--- src/rtl/pre_if_stage_pkg.sv ---
// Shared CPU definitions for the pre-IF (next-PC) stage: state encoding,
// reset fetch address and instruction step.
package pre_if_stage_pkg;

    typedef enum logic [1:0] {
        ST_RST   = 2'd0,
        ST_RUN   = 2'd1,
        ST_REDIR = 2'd2
    } pre_if_st_e;

    localparam logic [31:0] RESET_PC_DEF = 32'h1c000000;
    localparam logic [31:0] INST_STEP    = 32'd4;

endpackage

--- src/rtl/pre_if_stage.sv ---
// Pre-IF stage: picks nextpc, drives the instruction SRAM read and buffers a
// redirect that could not be issued. Optional: PREIF_ALIGN_CHECK_EN flags misaligned fetches.
module pre_if_stage
    import pre_if_stage_pkg::*;
#(
    parameter logic [31:0] RESET_PC = RESET_PC_DEF
) (
    input  logic        clk,
    input  logic        reset,
    input  logic        fs_allow_in,
    input  logic        br_taken,
    input  logic [31:0] br_target,
    output logic        to_fs_valid,
    output logic [31:0] pc,
    output logic        inst_sram_en,
    output logic [3:0]  inst_sram_we,
    output logic [31:0] inst_sram_addr,
    output logic        br_taken_cancel,
    output logic        fetch_adef
);

    // Handshake: a fetch is accepted in any cycle where to_fs_valid and
    // fs_allow_in are both high; inst_sram_en marks that cycle.
    pre_if_st_e  st_q, st_d;
    logic [31:0] pc_q, pc_d;
    logic [31:0] br_buf_q, br_buf_d;
    logic [31:0] nextpc;

    always_ff @(posedge clk or posedge reset) begin
        if (reset) begin
            st_q     <= ST_RST;
            pc_q     <= RESET_PC - INST_STEP;
            br_buf_q <= '0;
        end else begin
            st_q     <= st_d;
            pc_q     <= pc_d;
            br_buf_q <= br_buf_d;
        end
    end

    always_comb begin
        to_fs_valid = (st_q != ST_RST);
        inst_sram_en = to_fs_valid && fs_allow_in;

        if (br_taken) begin
            nextpc = br_target;
        end else if (st_q == ST_REDIR) begin
            nextpc = br_buf_q;
        end else begin
            nextpc = pc_q + INST_STEP;
        end

        st_d     = st_q;
        pc_d     = pc_q;
        br_buf_d = br_buf_q;
        if (st_q == ST_RST) begin
            st_d = ST_RUN;
        end else if (inst_sram_en) begin
            // A redirect arriving with the handshake is issued directly.
            pc_d = nextpc;
            st_d = ST_RUN;
        end else if (br_taken) begin
            br_buf_d = br_target;
            st_d     = ST_REDIR;
        end
    end

    assign pc              = pc_q;
    assign inst_sram_addr  = nextpc;
    assign inst_sram_we    = 4'b0000;
    assign br_taken_cancel = br_taken;

`ifdef PREIF_ALIGN_CHECK_EN
    assign fetch_adef = inst_sram_en && (nextpc[1:0] != 2'b00);
`else
    assign fetch_adef = 1'b0;
`endif

endmodule

--- config.mk ---
export PLATFORM = sky130hd
export DESIGN_NAME = pre_if_stage
export DESIGN_NICKNAME = d
export VERILOG_FILES = /design/src/rtl/pre_if_stage_pkg.sv /design/src/rtl/pre_if_stage.sv
export SDC_FILE = /design/constraint.sdc
export NUM_CORES = 1
export LEC_CHECK = 0
export CAP_MARGIN = 0
export CORE_ASPECT_RATIO = 0.6
export CORE_UTILIZATION = 45
export DETAILED_ROUTE_END_ITERATION = 10
export GPL_TIMING_DRIVEN = 0
export HOLD_SLACK_MARGIN = 0.06
export PLACE_DENSITY_LB_ADDON = 0.3
export SETUP_SLACK_MARGIN = 0.5
export SYNTH_ARGS = -nofsm -noshare
export SYNTH_HDL_FRONTEND = slang
export SYNTH_SLANG_ARGS = --single-unit
--- constraint.sdc ---
create_clock -name clk -period 5.1 [get_ports clk]
set_clock_uncertainty 0.05 [all_clocks]
set_input_delay 1.02 -clock clk [delete_from_list [all_inputs] [get_ports clk]]
set_output_delay 1.02 -clock clk [all_outputs]
set_load 0.1 [all_outputs]
==> Word-level counts from Yosys, hierarchy flattened <==
Cells that the tools add are included.
{ "totals": {"reg_bits": 66, "in_bits": 36, "output_inout_bits": 72, "word_cells": 18} }
{ "op_classes": {"addsub": 1, "n_eq_ne": 1, "muxes": 5, "bitwise": 2, "reduce_logical": 6} }
{ "op_table": {"columns": ["op", "n"], "rows": [
  ["$mux W32", 2],
  ["$add A32 B3 Y32 const B", 1],
  ["$mux W2", 3],
  ["$reduce_and A3 Y1", 1],
  ["$reduce_bool A3 Y1", 1],
  ["$eq A2 B2 Y1 const B", 1],
  ["$logic_not A2 Y1", 1],
  ["$not A1 Y1", 2],
  ["$reduce_and A2 Y1", 1],
  ["$reduce_bool A2 Y1", 1],
  ["$logic_and A1 B1 Y1", 1]
]} }

==> Logic depth before layout (Yosys ltp) <==
{ "logic_depth": {"depth_word": 4, "ltp_mapped": 8, "mapped_depth_nobuf": 6} }

==> Worst setup path before layout <==
No wires, ideal clock.
{ "synth_path": {"path_type": "reg-to-output", "start": "reg pc_q[8] (netlist: pc[8])", "end": "out inst_sram_addr[21]", "arrival_ps": 4095, "required_time_ps": 4030, "path_slack_ps": -65, "stages_incl_launch_ff": 7, "path_buffers": 1, "cell_sequence": "dfstp_2 -> nand4_2 -> nor3_2 -> buf_4 -> nand3_1 -> xor2_1 -> a21boi_0"} }
{ "synth_between": {"elab_chain_len": 3} }
{ "synth_rtl": {"columns": ["element", "line", "source"], "rows": [
  ["start, declared", "pre_if_stage.sv:25", "logic [31:0] pc_q, pc_d;"],
  ["start signal, assigned", "pre_if_stage.sv:32", "pc_q <= RESET_PC - INST_STEP;"],
  ["start signal, assigned", "pre_if_stage.sv:36", "pc_q <= pc_d;"],
  ["$add A32 B3 Y32", "pre_if_stage.sv:50", "nextpc = pc_q + INST_STEP;"],
  ["$mux W32", "pre_if_stage.sv:47", "end else if (st_q == ST_REDIR) begin"],
  ["$mux W32", "pre_if_stage.sv:45", "if (br_taken) begin"],
  ["end, declared", "pre_if_stage.sv:17", "output logic [31:0] inst_sram_addr,"]
]} }
No other way between the ends.

==> Worst setup path after layout <==
{ "layout_path": {"start": "in fs_allow_in", "end": "out inst_sram_en"} }
{ "layout_between": {"elab_chain_len": 1} }
{ "layout_rtl": {"columns": ["element", "line", "source"], "rows": [
  ["start, declared", "pre_if_stage.sv:10", "input logic fs_allow_in,"],
  ["$logic_and A1 B1 Y1", "pre_if_stage.sv:43", "inst_sram_en = to_fs_valid && fs_allow_in;"],
  ["end, declared", "pre_if_stage.sv:15", "output logic inst_sram_en,"]
]} }
No other way between the ends.

==> flow_summary.ini <==
[yosys]
synth-xor-area-share = 0.05380
netlist_instances = 448
ys_seq_elements = 66
async_reset_ff_frac = 1.000
netlist_area_mm2 = 0.004233
synth-warning-count = 0
postSynthAreaPerCell_um2 = 9.448
synth_top_flop_cell = dfrtp_1
yosys.area.top_type = dfrtp_1
synth_compound_area_frac = 0.1747
synthTopCellsByArea = dfrtp_1 (24%), dfstp_2 (16%), mux2_2 (11%)
ys_types = 68
synth_top_family_by_area = simple AND/OR/NAND/NOR gates
synth-seq-area-share = 0.3979
synthMuxAreaShare = 0.1256
synth_enable_flop_cells = 0
yosys.area_share.simple = 0.1921
synthAdderAreaFrac = 0.002956
synth_top_area_frac = 0.2365

[sta]
fmax_ghz = 0.2206
rsz0062_at_grt = no
setup_viol = 0
tightest_slew_ns = 1.007
slew_viol_final = 0
tns_ns = 0
hold_viol = 0
period_minus_slack_ns = 4.534
slew_headroom = 0.3263
period_share = 0.8890
fin_ws_ns = 0.5662

[global_routing]
grt_max_degree = 67
grtUsageMet1 = 0.4096
met3_usage = 0.08793
grtUsageTotal = 0.2906
grt_pass1_vias = 3911
antenna_found_initial = 0
grtUsageMet2 = 0.4264
grt_busiest_layer = met2
grt_pass1_wl_um = 21520
grt_overflow = 0

[worst_setup_path]
critPathKind = primary input to output port
max_stage_delay_ns = 0.65
cp.arrival_ns = 3.46
path_cells = clkdlybuf4s50_1, nand2_2, inv_2, buf_2, buf_1, clkdlybuf4s15_2
slowest_stage = clkdlybuf4s15_2
critPathTopFamily = buffers and inverters
end_kind = output port
crit_fanout = 10
crit_buf_inv = 5
worst_ep_required_time_ns = 4.03
startpoint_type = primary input

[clocking]
clockBufferDepth = 2
cts_tree = done
hold_buffers = 0
cts_setup_buffers = 0
clk_latency_ns = 0.33
clk_transition_reported_paths_ns = 0.05
cts_num_sinks = 66
cts_root_buf = clkbuf_16
cts_max_level = 3
cts-buffers-inserted = 9

[final_layout]
drive_above_1_share = 0.2702
multi_input_area_mm2 = 0.002350
layout_common_cells = clkdlybuf4s50_1 (69), nand2_1 (56), a21oi_1 (41), mux2_2 (40), dfrtp_1 (40)
design_area_mm2 = 0.005725
layout_commonest_cell = clkdlybuf4s50_1
regArea_mm2 = 0.001684
finalNetCount = 602
nFillCells = 738
areaGrowthSynthToFinish_pct = 35.26
num_antenna_cells = 0

[route]
ant_nets = 0
vias = 4045
drt_iter0_drc = 402
drtPass1Iterations = 5
viasPerCell = 5.812
drt-total-wl_um = 13540
drc = 0
wl_per_cell_um = 19.45

[floorplanning]
die_w_um = 127.2
io_pins = 108
rows = 26
initial_core_util = 0.4801
core-area_mm2 = 0.008816
die_h_um = 77.13
die_area_mm2 = 0.009811

[run_status]
status = completed

[place]
port_buffers = 102
dp_hpwl_um = 9651
dp_slack_ns = -0.1134
post_dp_cell_area_mm2 = 0.005435
gp_routability_congestion = 0.8918

[pwr]
powerDensity_mw_per_mm2 = 469.4
fin_total_pwr_uw = 2687
peakVddDrop_uv = 251.3
power.leakage_uw = 0.002350

[job]
drv_cap = 0

[min_path]
hold_class = flip-flop to flip-flop
[worst paths after layout]
check / end / cells past startpoint / start / slack [ns]
max: inst_sram_en / 6 / fs_allow_in / 0.57
min: br_buf_q[0] / 1 / br_buf_q[0] / 0.45
max reg2reg: pc[18] / 6 / pc[3] / 2.78
min reg2reg: br_buf_q[0] / 1 / br_buf_q[0] / 0.45
max in group asynchronous: br_buf_q[19] / 2 / reset / 3.28
min in group asynchronous: br_buf_q[0] / 2 / reset / 1.15
[registers in the layout, summed over array words and instances, names as in the netlist]
signal and count:
br_buf_q 32, pc 32, st_q 2
[report_power, final]
| part | internal [uW] | total (uW) | leakage, uW | switching (uW) |
|---|---|---|---|---|
| Clock | 391 | 619 | 0.000144 | 228 |
| Combinational | 322 | 1280 | 0.00146 | 959 |
| Sequential | 660 | 788 | 0.000744 | 128 |
| Total | 1370 | 2690 | 0.00235 | 1310 |
[cell type report]
type	instances	area share
sequential	66	0.2941
clock inverter	3	0.006993
multi-input combinational	343	0.4104
clock buffer	13	0.04371
inverter	10	0.006993
buffer	33	0.03300
tap	126	0.02753
timing repair buffer	102	0.1772
[metal layers]
metal | vias up | routed length [um] | part of all wire
met5 | - | 0 | 0
met4 | 0 | 195 | 0.014
met3 | 19 | 1359 | 0.10
met2 | 218 | 5850 | 0.43
met1 | 1972 | 6134 | 0.45
li1 | 1836 | - | -
[through the flow]
step           std cells  utilization  hold WS (ns)
4_1_cts              696       0.6513        0.4502
3_5_place_dp         680       0.6165        0.4379
5_1_grt              696       0.6494        0.4717
2_1_floorplan        452            -        0.4078
3_3_place_gp         680       0.6162        0.4209
6_report             696       0.6494        0.4461
[Yosys cell counts (3+ instances only)]
cell type   n
a2bb2oi_1   6
and2_1      3
clkbuf_1    8
dfstp_2    26
buf_2      12
inv_1       9
nor3_1      7
buf_4       7
o22ai_1     4
nor3b_1     3
a31oi_1     4
dfrtp_1    40
xor2_1     15
o31ai_1     7
a21boi_0    3
and3_1      6
o31a_1      3
nand2b_1    7
mux2i_1     7
nor2_1     16
o22a_1      3
o21ai_0    24
nand2_1    56
o221ai_1    3
a21oi_1    41
xnor2_1    11
nand3_1    12
a21o_1      5
mux2_2     40
buf_1       4
and3b_1     3
nand4_1     6
[repair_timing]
| action | CTS | global route |
|---|---|---|
| gates resized for setup | 78 | 17 |
| gates cloned | 0 | 0 |
| setup endpoints to repair | 31 | 18 |
[logic make-up after synthesis]
| family | count (synthesis) |
|---|---|
| AOI/OAI and AO/OA | 118 |
| and+or+nand+nor | 145 |
| DFF | 66 |
| muxes | 48 |
| buffers and inverters | 43 |
| xor gates and xnor gates | 26 |
| other | 1 |
| adders and majority gates | 1 |
No activity file was read; power rests on OpenSTA's default activity.
